--- src/rtl/password_entry_controller_if.sv ---
// Button-pulse and display/status bundle between the pushbutton front end and the password controller.
// Latency: none (wiring only); the controller registers every output it drives here.
// Backpressure: none; buttons are fire-and-forget single-cycle pulses.
//
// Signals:
//   btn_u/btn_d/btn_l/btn_r/btn_c : single-cycle button pulses (button side -> controller)
//   digit0..digit3                : BCD digit values, digit3 leftmost (controller -> display)
//   selected_digit                : index of the digit being edited
//   unlocked/wrong/locked         : status flags
//   state                         : FSM state code, debug only
// Modports: master = button/display side, slave = controller.
interface password_entry_controller_if;
    logic       btn_u;
    logic       btn_d;
    logic       btn_l;
    logic       btn_r;
    logic       btn_c;
    logic [3:0] digit0;
    logic [3:0] digit1;
    logic [3:0] digit2;
    logic [3:0] digit3;
    logic [1:0] selected_digit;
    logic       unlocked;
    logic       wrong;
    logic       locked;
    logic [2:0] state;

    modport master (
        output btn_u, btn_d, btn_l, btn_r, btn_c,
        input  digit0, digit1, digit2, digit3, selected_digit,
        input  unlocked, wrong, locked, state
    );

    modport slave (
        input  btn_u, btn_d, btn_l, btn_r, btn_c,
        output digit0, digit1, digit2, digit3, selected_digit,
        output unlocked, wrong, locked, state
    );
endinterface

--- src/rtl/password_entry_controller.sv ---
// 4-digit BCD password entry FSM: edits digits from button pulses, checks the code, reports unlocked/wrong/locked.
// Latency: every action is visible one cycle after its button pulse; CHECK always lasts exactly one cycle.
// Backpressure: none; pulses that arrive while the FSM ignores buttons are dropped.
//
// Ports:
//   basys_clk : system clock, all logic on posedge
//   reset     : synchronous active-high reset
//   bus       : password_entry_controller_if.slave (button pulses in, digits/selection/status out)
// Optional feature: define LOCKOUT_EN to enable consecutive-failure counting and the LOCKOUT state.
module password_entry_controller #(
    parameter logic [15:0] PASSWORD       = 16'h1234,
    parameter int unsigned FAIL_HOLD      = 100000000,
    parameter int unsigned MAX_ATTEMPTS   = 3,
    parameter int unsigned LOCKOUT_CYCLES = 500000000
) (
    input  logic                          basys_clk,
    input  logic                          reset,
    password_entry_controller_if.slave    bus
);

    // Reject configurations that would let a digit or a hold count go out of range.
    if (FAIL_HOLD < 1 || MAX_ATTEMPTS < 1 || LOCKOUT_CYCLES < 1 ||
        PASSWORD[3:0] > 4'd9 || PASSWORD[7:4] > 4'd9 ||
        PASSWORD[11:8] > 4'd9 || PASSWORD[15:12] > 4'd9) begin : g_param_check
        $error("password_entry_controller: illegal parameter value");
    end

`ifdef LOCKOUT_EN
    localparam int unsigned MAX_HOLD = (FAIL_HOLD > LOCKOUT_CYCLES) ? FAIL_HOLD : LOCKOUT_CYCLES;
`else
    localparam int unsigned MAX_HOLD = FAIL_HOLD;
`endif
    localparam int TW = (MAX_HOLD > 1) ? $clog2(MAX_HOLD + 1) : 1;
    localparam logic [TW-1:0] TIMER_MAX = {TW{1'b1}};
    localparam logic [TW-1:0] FAIL_LAST = TW'(FAIL_HOLD - 1);

    typedef enum logic [2:0] {
        S_ENTRY    = 3'd0,
        S_CHECK    = 3'd1,
        S_UNLOCKED = 3'd2,
        S_FAIL     = 3'd3
`ifdef LOCKOUT_EN
        ,S_LOCKOUT = 3'd4
`endif
    } state_t;

    state_t        r_state;
    logic [3:0]    r_digit [4];
    logic [1:0]    r_sel;
    logic          r_unlocked;
    logic          r_wrong;
    logic [TW-1:0] r_timer;

`ifdef LOCKOUT_EN
    localparam int FCW = (MAX_ATTEMPTS > 1) ? $clog2(MAX_ATTEMPTS + 1) : 1;
    localparam logic [FCW-1:0] FC_MAX    = FCW'(MAX_ATTEMPTS);
    localparam logic [TW-1:0]  LOCK_LAST = TW'(LOCKOUT_CYCLES - 1);
    logic [FCW-1:0] r_fail_count;
    logic           r_locked;
`endif

    logic [15:0] w_code;
    assign w_code = {r_digit[3], r_digit[2], r_digit[1], r_digit[0]};

    always_ff @(posedge basys_clk) begin
        if (reset) begin
            r_state    <= S_ENTRY;
            for (int i = 0; i < 4; i++) r_digit[i] <= 4'd0;
            r_sel      <= 2'd0;
            r_unlocked <= 1'b0;
            r_wrong    <= 1'b0;
            r_timer    <= '0;
`ifdef LOCKOUT_EN
            r_fail_count <= '0;
            r_locked     <= 1'b0;
`endif
        end else begin
            // Free-running saturating hold timer; zeroed whenever a hold begins.
            if (r_timer != TIMER_MAX) r_timer <= r_timer + 1'b1;

            case (r_state)
                S_ENTRY: begin
                    // One button acts per cycle: c > u > d > l > r.
                    if (bus.btn_c) begin
                        r_state <= S_CHECK;
                    end else if (bus.btn_u) begin
                        r_digit[r_sel] <= (r_digit[r_sel] == 4'd9) ? 4'd0 : r_digit[r_sel] + 4'd1;
                    end else if (bus.btn_d) begin
                        r_digit[r_sel] <= (r_digit[r_sel] == 4'd0) ? 4'd9 : r_digit[r_sel] - 4'd1;
                    end else if (bus.btn_l) begin
                        r_sel <= r_sel + 2'd1;   // left = toward digit3, wraps 3 -> 0
                    end else if (bus.btn_r) begin
                        r_sel <= r_sel - 2'd1;   // right = toward digit0, wraps 0 -> 3
                    end
                end

                S_CHECK: begin
                    if (w_code == PASSWORD) begin
                        r_state    <= S_UNLOCKED;
                        r_unlocked <= 1'b1;
`ifdef LOCKOUT_EN
                        r_fail_count <= '0;
`endif
                    end else begin
                        r_state <= S_FAIL;
                        r_wrong <= 1'b1;
                        r_timer <= '0;
`ifdef LOCKOUT_EN
                        if (r_fail_count != FC_MAX) r_fail_count <= r_fail_count + 1'b1;
`endif
                    end
                end

                S_UNLOCKED: begin
                    if (bus.btn_c) begin
                        r_state    <= S_ENTRY;
                        r_unlocked <= 1'b0;
                        for (int i = 0; i < 4; i++) r_digit[i] <= 4'd0;
                        r_sel      <= 2'd0;
                    end
                end

                S_FAIL: begin
                    // Timer was zeroed on entry, so FAIL lasts FAIL_HOLD cycles.
                    if (r_timer == FAIL_LAST) begin
                        r_wrong <= 1'b0;
                        for (int i = 0; i < 4; i++) r_digit[i] <= 4'd0;
                        r_sel   <= 2'd0;
`ifdef LOCKOUT_EN
                        if (r_fail_count == FC_MAX) begin
                            r_state  <= S_LOCKOUT;
                            r_locked <= 1'b1;
                            r_timer  <= '0;
                        end else begin
                            r_state <= S_ENTRY;
                        end
`else
                        r_state <= S_ENTRY;
`endif
                    end
                end

`ifdef LOCKOUT_EN
                S_LOCKOUT: begin
                    if (r_timer == LOCK_LAST) begin
                        r_state      <= S_ENTRY;
                        r_locked     <= 1'b0;
                        r_fail_count <= '0;
                        for (int i = 0; i < 4; i++) r_digit[i] <= 4'd0;
                        r_sel        <= 2'd0;
                    end
                end
`endif

                default: r_state <= S_ENTRY;
            endcase
        end
    end

    assign bus.digit0         = r_digit[0];
    assign bus.digit1         = r_digit[1];
    assign bus.digit2         = r_digit[2];
    assign bus.digit3         = r_digit[3];
    assign bus.selected_digit = r_sel;
    assign bus.unlocked       = r_unlocked;
    assign bus.wrong          = r_wrong;
    assign bus.state          = r_state;
`ifdef LOCKOUT_EN
    assign bus.locked         = r_locked;
`else
    assign bus.locked         = 1'b0;
`endif

endmodule
--- src/flat_wrapper.sv ---
// flat-port wrapper written by rule: the top's interface ports become plain ports
module password_entry_controller_flat 
#(
    parameter logic [15:0] PASSWORD       = 16'h1234,
    parameter int unsigned FAIL_HOLD      = 100000000,
    parameter int unsigned MAX_ATTEMPTS   = 3,
    parameter int unsigned LOCKOUT_CYCLES = 500000000
)
  (basys_clk, reset, bus_btn_u, bus_btn_d, bus_btn_l, bus_btn_r, bus_btn_c, bus_digit0, bus_digit1, bus_digit2, bus_digit3, bus_selected_digit, bus_unlocked, bus_wrong, bus_locked, bus_state);
  password_entry_controller_if bus_i ();
  input  logic basys_clk;
  input  logic reset;
  input wire logic [$bits(bus_i.btn_u)-1:0] bus_btn_u;
  input wire logic [$bits(bus_i.btn_d)-1:0] bus_btn_d;
  input wire logic [$bits(bus_i.btn_l)-1:0] bus_btn_l;
  input wire logic [$bits(bus_i.btn_r)-1:0] bus_btn_r;
  input wire logic [$bits(bus_i.btn_c)-1:0] bus_btn_c;
  output wire logic [$bits(bus_i.digit0)-1:0] bus_digit0;
  output wire logic [$bits(bus_i.digit1)-1:0] bus_digit1;
  output wire logic [$bits(bus_i.digit2)-1:0] bus_digit2;
  output wire logic [$bits(bus_i.digit3)-1:0] bus_digit3;
  output wire logic [$bits(bus_i.selected_digit)-1:0] bus_selected_digit;
  output wire logic [$bits(bus_i.unlocked)-1:0] bus_unlocked;
  output wire logic [$bits(bus_i.wrong)-1:0] bus_wrong;
  output wire logic [$bits(bus_i.locked)-1:0] bus_locked;
  output wire logic [$bits(bus_i.state)-1:0] bus_state;
  assign bus_i.btn_u = bus_btn_u;
  assign bus_i.btn_d = bus_btn_d;
  assign bus_i.btn_l = bus_btn_l;
  assign bus_i.btn_r = bus_btn_r;
  assign bus_i.btn_c = bus_btn_c;
  assign bus_digit0 = bus_i.digit0;
  assign bus_digit1 = bus_i.digit1;
  assign bus_digit2 = bus_i.digit2;
  assign bus_digit3 = bus_i.digit3;
  assign bus_selected_digit = bus_i.selected_digit;
  assign bus_unlocked = bus_i.unlocked;
  assign bus_wrong = bus_i.wrong;
  assign bus_locked = bus_i.locked;
  assign bus_state = bus_i.state;
  password_entry_controller #(.PASSWORD(PASSWORD), .FAIL_HOLD(FAIL_HOLD), .MAX_ATTEMPTS(MAX_ATTEMPTS), .LOCKOUT_CYCLES(LOCKOUT_CYCLES)) u_core (.basys_clk(basys_clk), .reset(reset), .bus(bus_i));
endmodule
--- config.mk ---
export PLATFORM = sky130hd
export DESIGN_NAME = password_entry_controller_flat
export DESIGN_NICKNAME = d
export VERILOG_FILES = /design/src/rtl/password_entry_controller_if.sv /design/src/rtl/password_entry_controller.sv /design/src/flat_wrapper.sv
export SDC_FILE = /design/constraint.sdc
export NUM_CORES = 1
export LEC_CHECK = 0
export BUFFER_PORTS_ARGS = -buffer_cell sky130_fd_sc_hd__buf_4
export CORE_AREA = 8 8 113 115
export DETAILED_ROUTE_END_ITERATION = 12
export DIE_AREA = 0 0 121 123
export PLACE_DENSITY_LB_ADDON = 0.1
export REMOVE_ABC_BUFFERS = 1
export SLEW_MARGIN = 20
export SYNTH_ARGS = -nofsm -noshare
export SYNTH_HDL_FRONTEND = slang
export SYNTH_SLANG_ARGS = --single-unit
--- constraint.sdc ---
create_clock -name basys_clk -period 5.3 [get_ports basys_clk]
set_clock_uncertainty 0.15 [all_clocks]
set_input_delay 0.795 -clock basys_clk [delete_from_list [all_inputs] [get_ports basys_clk]]
set_output_delay 0.795 -clock basys_clk [all_outputs]
set_load 0.05 [all_outputs]
* Yosys cells after proc, flatten, opt, wreduce, memory -nomap -nowiden
Memory sizes are Yosys's and may differ from the RTL's. A register that Yosys moved wholly into a read port is not among the register bits. Cells that the tools add are included. W data, S select, Z words.
Operators by class: mux-type cells 59, add/subtract/negate cells 5, reductions and logical operators 10, bitwise gates (word level) 9, equal/unequal tests 16
Operators with widths (count):
- $mux W27 | 3
- $mux W4 | 12
- $add A27 B1 Y27 const B | 1
- $eq A27 B27 Y1 const B | 1
- $mux W1 | 27
- $ne A27 B27 Y1 const B | 1
- $mux W2 | 10
- $eq A16 B13 Y1 const B | 1
- $ne A2 B2 Y1 const B | 6
- $pmux W3 S4 | 1
- $mux W3 | 3
- $or A1 B1 Y1 | 9
- $reduce_and A3 Y1 | 3
- $reduce_and A7 Y1 | 1
- $eq A3 B2 Y1 const B | 2
- $pmux W2 S3 | 1
- $add A4 B1 Y4 const B | 1
- $eq A4 B4 Y1 const B | 1
- $logic_not A4 Y1 | 1
- $ne A2 B1 Y1 const B | 2
- $pmux W1 S2 | 2
- $reduce_bool A2 Y1 | 2
- $reduce_or A4 Y1 | 1
- $sub A4 B1 Y4 const B | 1
- 6 further kinds | 6
Word-level totals: word-level logic and storage cells 105, bits of input ports 7, memories 1, register bits after elaboration 34, memory bits (writable) 16, output and inout bits 24
Memories:
- u_core.r_digit | words 4, width 4, rd ports 5, clocked after memory_dff 1, write ports 4, line password_entry_controller.sv:48 | logic [3:0] r_digit [4];

* Depth between registers and ports, before layout
word-level depth 9, mapped depth 8, mapped depth without buffers 6

* Worst setup path before layout
No wires, ideal clock.
kind input to register, start point input bus_btn_c, end point memory u_core.r_digit[0][0] (enable), path slack 2759 ps, arrival 2077 ps, buffers on the path 1, library setup time 314 ps, data required time 4836 ps, cell stages on the path 4, path through or4_1 -> clkbuf_1 -> or4_1 -> nand3b_1
RTL lines:
- from (decl) | line flat_wrapper.sv:17 | input wire logic [$bits(bus_i.btn_c)-1:0] bus_btn_c;
- to (decl) | line password_entry_controller.sv:48

==> flow_summary_export.csv <==
group,metric,value,unit
power_and_ir_drop,combPwrFrac,13.5,%
routing,firstDrtPassIters,4,
clock_tree,clk_latency,0.29,ns
clock_tree,hold_buffers,0,
global_route,grt_pass1_wl,11600,um
sta,max-slew-margin-rel,34.1,%
worst_setup_path,arrival,2.51,ns
global_route,antenna_found_initial,0,
synthesis,netlist_area,2670,um^2
routing,post_drt_wl_per_cell,15.4,um
sta,fmax,0.372,GHz
floorplanning,die_w,121,um
sta,maxSlewViolCount,0,
global_route,grt_use_total,9.71,%
power_and_ir_drop,leakagePower,1.05,nW
sta,rsz0062_at_grt,"false",
floorplanning,start_util,24.1,%
layout,n_fill_cell,1179,
worst_setup_path,path_cells,"or4b_2 > nor4_1 > and4_1 > o21ai_0 > nand3b_1",
sta,fin_tns_setup,0,ns
routing,drc,0,
worst_setup_path,r2r-start,"u_core.r_timer[16]",
routing,drt_iter0_drc,126,
placed_design,io_buffers,28,
clock_tree,cts_max_level,2,
worst_setup_path,worstSetupStartpoint,"u_core.r_timer[16]",
synthesis,ys_ff_latch,51,
worst_setup_path,crit_path_max_incr_delay,0.61,ns
power_and_ir_drop,switching_share,26.5,%
clock_tree,root_buffer,"clkbuf_16",
synthesis,yosysSeqAreaShare,44.3,%
sta,min_period,2.68,ns
worst_setup_path,path_class,"reg2reg",
synthesis,ys_warn_count,0,
synthesis,yosysMostFrequentCell,"nor2_1",
layout,nets,322,
power_and_ir_drop,totalPowerFinal,0.920,mW
layout,final_cell_area,3170,um^2
synthesis,synth_top_area_cell,"dfxtp_1",
floorplanning,die_area,14900,um^2
power_and_ir_drop,peakVddDrop,0.106,mV
sta,worstMarginPinSlew,0.989,ns
synthesis,synth.area.top_cells,"dfxtp_1 26%, edfxtp_1 18%, nor2_1 5.2%, a21oi_1 3.9%, mux4_2 3.4%",
synthesis,synthCells,288,
power_and_ir_drop,p_sw,0.244,mW
placed_design,hpwl,5350,um
worst_hold_path,hp-class,"reg2reg",
layout,area_growth,18.6,%
power_and_ir_drop,power_frac_seq,47.0,%
synthesis,synth_edf_count,16,
clock_tree,ctsResizeCount,0,
placed_design,dp_cells,450,
synthesis,ys.flop_type,"dfxtp_1",
power_and_ir_drop,p_clk_share,39.5,%
worst_hold_path,min_from,"u_core.r_timer[7]",
global_route,grt_overflow,0,
clock_tree,cts_setup_buffers,0,
power_and_ir_drop,power.density,291,nW/um^2
sta,hold_violations,0,
synthesis,synth_common_cells,"37 x nor2_1, 35 x dfxtp_1, 21 x a21oi_1, 20 x nand2_1, 17 x o21ai_0",
routing,vias,2243,
layout,antenna_cells,0,
layout,final_cells,458,
worst_setup_path,required,5.13,ns
worst_setup_path,critPathLaunchType,"flip-flop",
floorplanning,die_h,123,um
synthesis,synth_cell_types,54,
flow_run,max_cap_violations,0,
routing,routed_via_density,4.90,
worst_setup_path,crit_slowest_cell,"or4b_2",
clock_tree,clkSlewWorstSetupHoldPaths,0.07,ns
floorplanning,row_count,39,
sta,period_share,50.7,%
power_and_ir_drop,p_int,0.676,mW
layout,drive_gt1_share,17.8,%
routing,drtAntennaViolNets,0,
sta,setup_viol,0,
clock_tree,cts_sinks,51,
worst_setup_path,crit_fanout,7,
floorplanning,core,11100,um^2
synthesis,synth_area_per_cell,9.27,um^2
worst_setup_path,rrSetupSlack,2.62,ns
global_route,grt_pass1_vias,2190,
placed_design,dpl-instance-area,3000,um^2
worst_setup_path,end_kind,"flip-flop",
global_route,grt_max_degree,24,
clock_tree,cts-buffers-inserted,5,
clock_tree,cts_tree,"yes",
clock_tree,clk_path_buf_depth,2,
placed_design,gp_congestion,0.725,
outcome,status,"complete, no violations",
synthesis,async_flop_share,0,%
synthesis,yosys.area.top_type_share,26.3,%
floorplanning,pin_count,31,
routing,finalWirelength,7070,um
## layout by cell type (no fill, tap or decap), types with 4 or more instances in the layout
cell       synthesis  final
inv_1              4      4
nand3_1           10     10
edfxtp_1          16     16
xor2_1             6      6
nand4_1           11     11
o31ai_1            4      4
or3_1             10     10
or4_1              7      7
a21oi_1           21     21
buf_4              3     29
clkbuf_16          0      5
nor3_1             6      6
nand3b_1           8      8
dfxtp_1           35     35
nor2_1            37     37
mux4_2             4      4
nand2_1           20     20
nor4_1             8      8
o21ai_0           17     17
## metrics by stage
stage | worst slack [ns] | hold WS, ns | utilization, %
finish | 2.62 | 0.317 | 28.6
global route | 2.48 | 0.352 | 28.6
CTS | 2.60 | 0.322 | 28.6
detailed placement | 2.49 | 0.303 | 27.1
global placement | 2.50 | 0.293 | 27.1
floorplan | 2.52 | 0.285 | -
## sequential cells by signal, indices dropped and copies added (netlist names), named ones only
signal                     cells
u_core.bus.selected_digit      2
u_core.bus.wrong               1
u_core.bus.unlocked            1
u_core.r_timer                27
u_core.r_digit                16
u_core.bus.state               2
## cell type report
type | count | area (um^2) | share of cell area, %
multi-input cells | 222 | 1410 | 44.4
flip-flops and latches | 51 | 1180 | 37.3
clock buffers | 5 | 125 | 3.95
repair buffers | 29 | 218 | 6.88
inverters | 5 | 18.8 | 0.593
clock inverters | 3 | 38.8 | 1.23
well taps | 143 | 179 | 5.65
## power groups by stage
stage	Clock, mW	Combinational (mW)	Sequential, mW
2_1_floorplan	0	0.0527	0.471
3_3_place_gp	0	0.126	0.442
3_5_place_dp	0	0.126	0.442
4_1_cts	0.377	0.126	0.433
5_1_grt	0.391	0.134	0.435
6_report	0.363	0.124	0.433
## worst max-delay path: cells and delay by family (launching register included)
family / cells / cell delay (ns)
AOI/OAI and AO/OA: 1 / 0.25
DFF: 1 / 0.47
and+or+nand+nor: 4 / 1.51
## per-layer routing
layer / up-vias / global-route usage [%] / wire length, um
li1: 1142 / - / -
met1: 1058 / 11.7 / 3240
met5: - / 0 / 0
met3: 5 / 2.10 / 297
met4: 0 / 2.81 / 57
met2: 38 / 17.1 / 3480
## cells by family after synthesis
kind of cell / Yosys count / share of synthesized area, %
flops: 51 / 44.3
xor+xnor: 9 / 2.95
mux: 7 / 4.50
fa+ha+maj: 1 / 0.469
simple gates: 145 / 30.6
buf+inv: 16 / 3.23
compound gates: 58 / 13.8
other cells: 1 / 0.141
## worst paths after layout
| path | end | depth (start not counted) |
|---|---|---|
| worst max-delay path | u_core.r_digit[0][3] | 5 |
| worst min-delay path | u_core.r_timer[7] | 2 |
| worst max register to register | u_core.r_digit[0][3] | 5 |
| worst min register to register | u_core.r_timer[7] | 2 |
Power figures use the tool's default switching activity.
